**src/rtl/crossing_pkg.sv**
```systemverilog
// Shared definitions for the level-crossing train detection path.
package crossing_pkg;

    localparam int DEFAULT_DEBOUNCE_CYCLES = 4;

    typedef enum logic [1:0] {
        ST_IDLE     = 2'b00,
        ST_OCCUPIED = 2'b01,
        ST_FAULT    = 2'b10
    } det_state_t;

endpackage

```
**src/rtl/sensor_conditioner.sv**
```systemverilog
// One treadle input: 2-flop synchroniser, stability debounce, rising-edge pulse.
module sensor_conditioner #(
    parameter int DEBOUNCE_CYCLES = crossing_pkg::DEFAULT_DEBOUNCE_CYCLES
) (
    input  logic clk,
    input  logic reset,
    input  logic sensor_raw,
    output logic level,
    output logic rise
);

    localparam int DC_W = $clog2(DEBOUNCE_CYCLES);
    localparam logic [DC_W-1:0] DCNT_TC = DC_W'(DEBOUNCE_CYCLES - 1);

    logic            sync1;
    logic            sync2;
    logic            filt;
    logic            filt_d;
    logic [DC_W-1:0] dcnt;

    always_ff @(posedge clk or posedge reset) begin
        if (reset) begin
            sync1  <= 1'b0;
            sync2  <= 1'b0;
            filt   <= 1'b0;
            filt_d <= 1'b0;
            dcnt   <= '0;
        end else begin
            sync1  <= sensor_raw;
            sync2  <= sync1;
            filt_d <= filt;
            // filt only follows after DEBOUNCE_CYCLES consecutive disagreeing samples
            if (sync2 == filt) begin
                dcnt <= '0;
            end else if (dcnt == DCNT_TC) begin
                filt <= sync2;
                dcnt <= '0;
            end else begin
                dcnt <= dcnt + DC_W'(1);
            end
        end
    end

    assign level = filt;
    assign rise  = filt & ~filt_d;

endmodule

```
**src/rtl/train_presence_detector.sv**
```systemverilog
// Axle counter for the protected section; any counting anomaly latches a fault
// that keeps train_detected asserted until cleared with both treadles idle.
//
//   state       | meaning
//   ------------+---------------------------------------------
//   ST_IDLE     | section empty, count 0, no fault
//   ST_OCCUPIED | count != 0, no fault
//   ST_FAULT    | over/underflow seen, count frozen, events ignored
module train_presence_detector #(
    parameter int DEBOUNCE_CYCLES = crossing_pkg::DEFAULT_DEBOUNCE_CYCLES,
    parameter int CNT_W           = 8
) (
    input  logic             clk,
    input  logic             reset,
    input  logic             sensor_entry,
    input  logic             sensor_exit,
    input  logic             clear_fault,
    output logic             train_detected,
    output logic [CNT_W-1:0] axle_count,
    output logic             fault
);

    import crossing_pkg::*;

    localparam logic [CNT_W-1:0] CNT_MAX = '1;

    logic entry_level, entry_ev;
    logic exit_level, exit_ev;

    det_state_t       state_q, state_nxt;
    logic [CNT_W-1:0] count_nxt;

    sensor_conditioner #(.DEBOUNCE_CYCLES(DEBOUNCE_CYCLES)) u_entry (
        .clk        (clk),
        .reset      (reset),
        .sensor_raw (sensor_entry),
        .level      (entry_level),
        .rise       (entry_ev)
    );

    sensor_conditioner #(.DEBOUNCE_CYCLES(DEBOUNCE_CYCLES)) u_exit (
        .clk        (clk),
        .reset      (reset),
        .sensor_raw (sensor_exit),
        .level      (exit_level),
        .rise       (exit_ev)
    );

    always_ff @(posedge clk or posedge reset) begin
        if (reset) begin
            state_q        <= ST_IDLE;
            axle_count     <= '0;
            fault          <= 1'b0;
            train_detected <= 1'b0;
        end else begin
            state_q        <= state_nxt;
            axle_count     <= count_nxt;
            fault          <= (state_nxt == ST_FAULT);
            train_detected <= (state_nxt != ST_IDLE);
        end
    end

    always_comb begin
        state_nxt = state_q;
        count_nxt = axle_count;
        case (state_q)
            ST_IDLE, ST_OCCUPIED: begin
                // simultaneous entry and exit cancel out
                if (entry_ev && !exit_ev) begin
                    if (axle_count == CNT_MAX) begin
                        state_nxt = ST_FAULT;
                    end else begin
                        count_nxt = axle_count + CNT_W'(1);
                        state_nxt = ST_OCCUPIED;
                    end
                end else if (exit_ev && !entry_ev) begin
                    if (axle_count == '0) begin
                        state_nxt = ST_FAULT;
                    end else begin
                        count_nxt = axle_count - CNT_W'(1);
                        state_nxt = (axle_count == CNT_W'(1)) ? ST_IDLE : ST_OCCUPIED;
                    end
                end
            end
            ST_FAULT: begin
                if (clear_fault && !entry_level && !exit_level) begin
                    state_nxt = ST_IDLE;
                    count_nxt = '0;
                end
            end
            default: begin
                state_nxt = ST_FAULT;
            end
        endcase
    end

endmodule

```
**config.mk**
```make
export PLATFORM = sky130hd
export DESIGN_NAME = train_presence_detector
export DESIGN_NICKNAME = d
export VERILOG_FILES = /design/src/rtl/crossing_pkg.sv /design/src/rtl/sensor_conditioner.sv /design/src/rtl/train_presence_detector.sv
export SDC_FILE = /design/constraint.sdc
export NUM_CORES = 1
export LEC_CHECK = 0
export CELL_PAD_IN_SITES_DETAIL_PLACEMENT = 1
export CELL_PAD_IN_SITES_GLOBAL_PLACEMENT = 1
export CORE_MARGIN = 2
export CORE_UTILIZATION = 25
export DETAILED_ROUTE_END_ITERATION = 8
export GPL_ROUTABILITY_DRIVEN = 0
export GPL_TIMING_DRIVEN = 1
export HOLD_SLACK_MARGIN = 0.02
export PLACE_DENSITY = 0.6
export SYNTH_ARGS = -nofsm -noshare
export SYNTH_HDL_FRONTEND = slang
export SYNTH_SLANG_ARGS = --single-unit
```
**constraint.sdc**
```tcl
create_clock -name clk -period 2.5 [get_ports clk]
set_input_delay 0.75 -clock clk [delete_from_list [all_inputs] [get_ports clk]]
set_output_delay 0.75 -clock clk [all_outputs]
set_load 0.01 [all_outputs]
```
# [Word level (Yosys, flattened, before mapping)]
# Index checks and enable logic that the tools add are counted.
[totals] wordCells=70 register_bits=24
[op_classes] bitwise_logic=6 n_eq_ne=13 reduce_logical=16 n_addsub=4 mux=17
[op_table] op="$mux W8" n=5
[op_table] op="$mux W2" n=9
[op_table] op="$pmux W8 S2" n=1
[op_table] op="$ne A3 B3 Y1 const B" n=3
[op_table] op="$add A8 B1 Y8 const B" n=1
[op_table] op="$eq A2 B2 Y1 const B" n=4
[op_table] op="$eq A8 B1 Y1 const B" n=1
[op_table] op="$eq A8 B8 Y1 const B" n=1
[op_table] op="$logic_not A8 Y1" n=1
[op_table] op="$sub A8 B1 Y8 const B" n=1
[op_table] op="$reduce_and A5 Y1" n=1
[op_table] op="$add A2 B1 Y2 const B" n=2
[op_table] op="$logic_and A1 B1 Y1" n=4
[op_table] op="$logic_not A1 Y1" n=4
[op_table] op="$not A1 Y1" n=4
[op_table] op="$pmux W2 S2" n=1
[op_table] op="$reduce_and A2 Y1" n=2
[op_table] op="$reduce_bool A2 Y1" n=2
[op_table] op="$and A1 B1 Y1" n=2
[op_table] op="$eq A1 B1 Y1" n=2
[op_table] op="$eq A2 B1 Y1 const B" n=1
[op_table] op="$logic_not A2 Y1" n=1
[op_table] op="$ne A2 B2 Y1 const B" n=1
[op_table] op="$reduce_or A2 Y1" n=1
[op_table] op="$mux W1" n=1

# [Longest topological paths before layout]
# Gate-level depths: netlist of run 1.
[logic_depth] word_depth=8 mapped_depth=9 ltp_nobuf=8

# [Modules after synthesis]
# Synthesis of run 1 repeated with hierarchy kept, for this count alone.
[hier_totals] hier_cells=118 area_unflattened_um2=1360.1
[by_module_without_submodules] module="train_presence_detector" area_each_um2=942.2 instances=1 cells_per_inst=92 seq_area_each_um2=300.3
[by_module_without_submodules] module="sensor_conditioner" area_each_um2=209.0 instances=2 cells_per_inst=13 seq_area_each_um2=150.1

# [Worst setup path before layout of run 1]
# No wires, ideal clock.
[synth_timing] kind="register -> register" startpoint="register u_entry.filt, in the netlist u_entry.level" endpoint="register axle_count[5]" path_stages_with_launch=9 path_buffers=0 t_arrival_ns=1.763 setup_slack_ns=0.614 t_required_ns=2.377 cell_sequence="dfrtp_1 -> nand2b_1 -> inv_1 -> ha_1 -> or3_1 -> or4_1 -> o21ai_0 -> nand3_1 -> mux2i_1"
[synth_between] elab_chain_cells=5 elab_cells_between_ends=14
[synth_lines] element="start: declaration" line_no="sensor_conditioner.sv:17" source="logic filt;"
[synth_lines] element="start signal: assignment" line_no="sensor_conditioner.sv:36" source="filt <= sync2;"
[synth_lines] element="$and A1 B1 Y1 or $logic_not A1 Y1 (tied branches)" line_no="sensor_conditioner.sv:45, train_presence_detector.sv:86"
[synth_lines] element="$logic_not A1 Y1 or $logic_and A1 B1 Y1 (tied branches)" line_no="train_presence_detector.sv:76, train_presence_detector.sv:86"
[synth_lines] element="$logic_and A1 B1 Y1 (on tied branches)" line_no="train_presence_detector.sv:76, train_presence_detector.sv:86"
[synth_lines] element="$ne A3 B3 Y1 (no source line) or $ne A2 B2 Y1 (tied branches)"
[synth_lines] element="$reduce_and A5 Y1 (no source line)"
[synth_lines] element="end signal: assignment" line_no="train_presence_detector.sv:57" source="axle_count <= count_nxt;"
[synth_lines] element="end: declaration" line_no="train_presence_detector.sv:19" source="output logic [CNT_W-1:0] axle_count,"
# Several ways; a longest one is shown, not always the timed one.
# A chain may end at the register's enable or synchronous reset.

# [Worst setup path after layout of run 1]
[layout_timing] startpoint="register axle_count[2]" endpoint="output port axle_count[2]"
# No word-level cell between the ends.

==> flow_metrics.env, run 1 <==
export IMPL_worstHoldPathType="flop to flop"
export IMPL_drv_slew=0
export IMPL_synth_top_cell_area_share=0.4563
export IMPL_period_share=0.8670
export IMPL_postRouteAntennaNets=0
export IMPL_cp_required_ps=1750
export IMPL_power_leakage_nw=0.6918
export IMPL_reg2reg_slack_ps=330
export IMPL_die_height_um=76.56
export IMPL_path_class="flop to output pin"
export IMPL_ys_warn_count=0
export IMPL_critPathMaxFanout=10
export IMPL_ys_types=38
export IMPL_nets=159
export IMPL_synth_fp_nets=142
export IMPL_tightestPinTransition_ps=568.8
export IMPL_crit_buf_inv=1
export IMPL_power_density_nw_per_um2=1287
export IMPL_die_area_um2=5861
export IMPL_setup_violations=0
export IMPL_numCtsBuffers=3
export IMPL_postCtsSetupBuffers=0
export IMPL_track_usage=0.1128
export IMPL_pwr_share_seq=0.359
export IMPL_avgSynthCellArea_um2=10.20
export IMPL_dr_first_iter_drc_count=30
export IMPL_start_kind="flop"
export IMPL_drv_cap=0
export IMPL_synthesis_area_um2=1316
export IMPL_p_sw_mw=0.8421
export IMPL_cts_root_buf="clkbuf_8"
export IMPL_final_min_clock_period_ps=2168
export IMPL_slew_headroom=0.6168
export IMPL_r2r_cells=8
export IMPL_cts_htree_levels=1
export IMPL_drt_vias_per_instance=4.670
export IMPL_holdPathStages=0
export IMPL_hold_viol=0
export IMPL_multiInputGateArea_um2=658.1
export IMPL_cp_top_family="buffers and inverters"
export IMPL_hpwl_um=2275
export IMPL_ys_flop_type="dfrtp_1"
export IMPL_fp_coreArea_um2=5107
export IMPL_yosys_area_top_type="dfrtp_1"
export IMPL_rows=26
export IMPL_remaining_drc_errors=0
export IMPL_initial_core_util=0.2577
export IMPL_diodes=0
export IMPL_synth_area_leaders="dfrtp_1 (46%), ha_1 (7.6%), nand2_1 (3.4%)"
export IMPL_clock_latency_ps=280
export IMPL_grt_max_degree=25
export IMPL_cts_hold_buffers=0
export IMPL_rsz0062_at_grt="false"
export IMPL_pwr_share_comb=0.470
export IMPL_async_flop_share=1.000
export IMPL_fin_tns_setup_ps=0
export IMPL_synth_edf_count=0
export IMPL_vias=1004
export IMPL_slowest_delay_ps=600
export IMPL_cts_resized=0
export IMPL_wl_um=3043
export IMPL_seq_area_um2=600.6
export IMPL_globalRoute_totalOverflow=0
export IMPL_outcome="finished clean"
export IMPL_antenna_found_initial=0
export IMPL_cts_tree="built"
export IMPL_n_fill_cell=595
export IMPL_first_pass_iters=4
export IMPL_wl_per_cell_um=14.15
export IMPL_cts_clk_slew_worst_paths_ps=100
export IMPL_pin_count=15
export IMPL_path_cells="clkdlybuf4s50_1"
export IMPL_p_clk_frac=0.171
export IMPL_cp_arrival_ps=1420
export IMPL_post_route_util=0.3138
export IMPL_skew_ps=14.99
export IMPL_die_x_um=76.56
export IMPL_worst_path_stages=1
export IMPL_port_buffers=14
export IMPL_areaGrowthSynthToFinish_pct=21.77
export IMPL_max_freq_mhz=461.4
export IMPL_cts_sinks=24
export IMPL_ir_worst_vdd_uv=488.1
export IMPL_yosys_register_bits=24
export IMPL_ys_seq_area_frac=0.4563
export IMPL_power_share_switching=0.4084
export IMPL_clock_path_buffers=2
export IMPL_internal_power_mw=1.220
export IMPL_syn_inst=129
export IMPL_drive_gt1_frac=0.1172
export IMPL_grt_pass1_wl_um=5244
export IMPL_end_kind="output pin"
export IMPL_cp_slowest_cell="clkdlybuf4s50_1"
export IMPL_grt_pass1_vias=1079
## cells in the mapped netlist, types with 2 or more instances
cell,n
o32ai_1,2
buf_4,2
ha_1,8
o21ai_1,2
a21oi_1,2
nor2b_1,2
nand3_1,6
nor4b_2,2
o21ai_0,6
nor3b_1,2
nor2_1,12
dfrtp_1,24
nand4_1,4
inv_1,6
nand2b_1,6
mux2_2,2
mux2i_1,3
xor2_1,2
nor3_1,2
and2_1,2
o311ai_0,2
or4_1,3
nand2_1,12
## worst register-to-register path, delay by kind of cell (launching register included)
kind	cells	cell delay, ps
multiplexers	1	160
AO/OA/AOI/OAI	1	90
adder cells (fa/ha/maj)	1	280
AND/OR/NAND/NOR	4	1040
buffers and inverters	1	50
flip-flops	1	450
## cell families (layout without fill, tap and decap cells)
group | after synthesis | count (layout) | synth area share
flip-flops | 24 | 24 | 0.4563
AO/OA/AOI/OAI | 20 | 20 | 0.1122
XOR/XNOR | 3 | 3 | 0.01997
AND/OR/NAND/NOR | 58 | 58 | 0.2519
adder cells (fa/ha/maj) | 8 | 8 | 0.07605
multiplexers | 5 | 5 | 0.03992
buffers and inverters | 11 | 27 | 0.04371
## placed cells by master, fill, tap and decap left out, types with 3 or more instances in the layout
master | netlist | final
ha_1 | 8 | 8
clkbuf_8 | 0 | 3
buf_4 | 2 | 3
inv_1 | 6 | 6
o21ai_0 | 6 | 6
clkdlybuf4s50_1 | 0 | 14
nand2b_1 | 6 | 6
nand2_1 | 12 | 12
nand4_1 | 4 | 4
or4_1 | 3 | 3
nor2_1 | 12 | 12
mux2i_1 | 3 | 3
dfrtp_1 | 24 | 24
nand3_1 | 6 | 6
## final timing paths
path / startpoint / endpoint
worst max-delay path: axle_count[2]$_DFFE_PP0P_ / axle_count[2]
worst min register to register: u_exit.sync1$_DFF_PP0_ / u_exit.sync2$_DFF_PP0_
worst min-delay path: u_exit.sync1$_DFF_PP0_ / u_exit.sync2$_DFF_PP0_
max in group asynchronous: reset / u_entry.level$_DFFE_PP0P_
min in group asynchronous: reset / state_q[1]$_DFF_PP0_
worst max register to register: u_entry.level$_DFFE_PP0P_ / axle_count[5]$_DFFE_PP0P_
## flip-flops by register name, summed over array words and instances (netlist names), 2 cells and up
signal and count:
axle_count 8, state_q 2, u_entry.dcnt 2, u_exit.dcnt 2
## metal layers
metal	up-vias	track usage	wire (um)
met2	14	0.1929	1485
li1	488	-	-
met3	2	0.03318	105
met4	0	0.01636	12
met1	500	0.1439	1439
met5	-	0	0
## per-stage QoR
stage	instances	total power [mW]	hold slack, ps	setup WS [ps]	area, um2
floorplan	129	1.393	331.2	614.4	1316
global placement	211	1.671	344.2	115.8	1531
detailed placement	211	1.732	337.1	69.90	1531
CTS	215	2.097	365.1	309.5	1603
global route	215	2.249	377.9	159.6	1603
finish	215	2.062	360.6	332.5	1603
## power by group through the flow
stage | registers, mW | logic [mW] | clock network, mW
2_1_floorplan | 0.701 | 0.692 | 0
3_3_place_gp | 0.741 | 0.930 | 0
3_5_place_dp | 0.753 | 0.978 | 0
4_1_cts | 0.744 | 0.990 | 0.362
5_1_grt | 0.772 | 1.10 | 0.381
6_report | 0.740 | 0.970 | 0.353
## area by class of cell
cell class,count,share of cell area
Sequential cell,24,0.3747
Timing Repair Buffer,17,0.1015
Tap cell,70,0.05464
Clock inverter,1,0.01874
Inverter,6,0.01405
Clock buffer,3,0.02576
Multi-Input combinational cell,94,0.4106
(Power assumes the default switching activity.)
==> inputs of run 2 (changes only) <==
- SKIP_CTS_REPAIR_TIMING: unset -> 1
==> results of run 2 <==
Final layout, timing and power as in run 1 (identical DEF).
==> inputs of run 3 (changes only) <==
- CORE_MARGIN: 2 -> unset
==> run 3 against run 2 <==
Setup slack got worse by 11 ps. Fmax decreased by 0.52%. Hold slack improved by 6.0 ps. Combinational power about the same.
==> flow_metrics.env, run 3 (synthesis results as in run 1) <==
export IMPL_cts_root_buf="clkbuf_8"
export IMPL_nets=159
export IMPL_place_inst=211
export IMPL_p_sw_mw=0.8401
export IMPL_postRouteAntennaNets=0
export IMPL_critPathMaxFanout=10
export IMPL_period_share=0.8715
export IMPL_numCtsBuffers=3
export IMPL_p_clk_frac=0.170
export IMPL_crit_buf_inv=1
export IMPL_vias=1014
export IMPL_end_kind="output pin"
export IMPL_port_buffers=14
export IMPL_outcome="finished clean"
export IMPL_start_kind="flop"
export IMPL_internal_power_mw=1.219
export IMPL_hold_slack_ps=366.6
export IMPL_track_usage=0.1213
export IMPL_setup_violations=0
export IMPL_drv_slew=0
export IMPL_rows=26
export IMPL_hpwl_um=2256
export IMPL_cts_tree="built"
export IMPL_rsz0062_at_grt="false"
export IMPL_worstHoldPathType="flop to flop"
export IMPL_fin_area_um2=1603
export IMPL_pwr_share_comb=0.470
export IMPL_path_cells="clkdlybuf4s50_1"
export IMPL_path_class="flop to output pin"
export IMPL_slew_headroom=0.6237
export IMPL_largest_register_ffs=8
export IMPL_drt_vias_per_instance=4.716
export IMPL_drv_cap=0
export IMPL_drive_gt1_frac=0.1172
export IMPL_cp_required_ps=1750
export IMPL_place_area_um2=1531
export IMPL_grt_max_degree=25
export IMPL_power_share_switching=0.4080
export IMPL_clock_path_buffers=2
export IMPL_fin_tns_setup_ps=0
export IMPL_tightestPinTransition_ps=564.5
export IMPL_ir_worst_vdd_uv=503.2
export IMPL_layout_common_cells="dfrtp_1 (24), clkdlybuf4s50_1 (14), nor2_1 (12), nand2_1 (12), ha_1 (8)"
export IMPL_remaining_drc_errors=0
export IMPL_power_density_nw_per_um2=1285
export IMPL_die_area_um2=5559
export IMPL_cts_htree_levels=1
export IMPL_wl_um=2922
export IMPL_final_min_clock_period_ps=2179
export IMPL_cp_slowest_cell="clkdlybuf4s50_1"
export IMPL_hold_viol=0
export IMPL_fp_coreArea_um2=5075
export IMPL_cts_sinks=24
export IMPL_initial_core_util=0.2594
export IMPL_slowest_delay_ps=600
export IMPL_dr_first_iter_drc_count=49
export IMPL_pwr_share_seq=0.360
export IMPL_areaGrowthSynthToFinish_pct=21.77
export IMPL_max_freq_mhz=459.0
export IMPL_wl_per_cell_um=13.59
export IMPL_stdcell_count=215
export IMPL_cp_top_family="buffers and inverters"
export IMPL_top_register="axle_count"
export IMPL_first_pass_iters=4
export IMPL_clock_latency_ps=280
export IMPL_cp_arrival_ps=1430
export IMPL_die_x_um=74.56
export IMPL_die_height_um=74.56
export IMPL_diodes=0
export IMPL_pin_count=15
export IMPL_power_leakage_nw=0.6918
export IMPL_grt_pass1_vias=1088
export IMPL_layout_commonest_cell="dfrtp_1"
export IMPL_globalRoute_totalOverflow=0
export IMPL_grt_pass1_wl_um=5085
export IMPL_cts_clk_slew_worst_paths_ps=100
export IMPL_antenna_found_initial=0
export IMPL_skew_ps=12.55
## run 3: cell counts in the layout (fill, tap and decap cells not counted)
No cell type changed its count.
## run 3: through the flow
step           total power [mW]  setup slack (ps)    util
5_1_grt                   2.251             136.6  0.3158
4_1_cts                   2.096             324.9  0.3158
3_5_place_dp              1.739             61.64  0.3018
6_report                  2.059             321.2  0.3158
2_1_floorplan             1.393             614.4       -
3_3_place_gp              1.671             108.6  0.3018
## run 3: per-layer routing
layer | wire length, um | GRT usage | part of all wire | vias up
li1 | - | - | - | 487
met1 | 1321 | 0.1531 | 0.45 | 503
met5 | 0 | 0 | 0 | -
met4 | 26 | 0.02725 | 0.0089 | 0
met3 | 127 | 0.03252 | 0.043 | 5
met2 | 1446 | 0.2072 | 0.49 | 19
## run 3: path summary, 6_finish.rpt
| path | from | endpoint | slack, ps | depth (start not counted) |
|---|---|---|---|---|
| setup / recovery | axle_count[2]$_DFFE_PP0P_ | axle_count[2] | 320 | 1 |
| hold / removal | u_entry.sync1$_DFF_PP0_ | u_entry.sync2$_DFF_PP0_ | 370 | 0 |
| setup reg to reg | u_entry.level$_DFFE_PP0P_ | axle_count[5]$_DFFE_PP0P_ | 360 | 8 |
| hold reg to reg | u_entry.sync1$_DFF_PP0_ | u_entry.sync2$_DFF_PP0_ | 370 | 0 |
| max in group asynchronous | reset | u_entry.dcnt[1]$_DFF_PP0_ | 1450 | 3 |
| min in group asynchronous | reset | state_q[0]$_DFF_PP0_ | 810 | 3 |
## run 3: power by group through the flow
| stage | Clock [mW] | Combinational [mW] | Sequential, mW |
|---|---|---|---|
| finish | 0.349 | 0.968 | 0.742 |
| global route | 0.374 | 1.10 | 0.775 |
| CTS | 0.363 | 0.986 | 0.747 |
| detailed placement | 0 | 0.982 | 0.757 |
| global placement | 0 | 0.928 | 0.743 |
| floorplan | 0 | 0.692 | 0.701 |
## run 3: area by class of cell
type,instances,area (um2)
fillers,595,3472
multi-input cells,94,658.1
flip-flops and latches,24,600.6
repair buffers,17,162.7
well taps,70,87.58
clock buffers,3,41.29
clock inverters,1,30.03
inverters,6,22.52
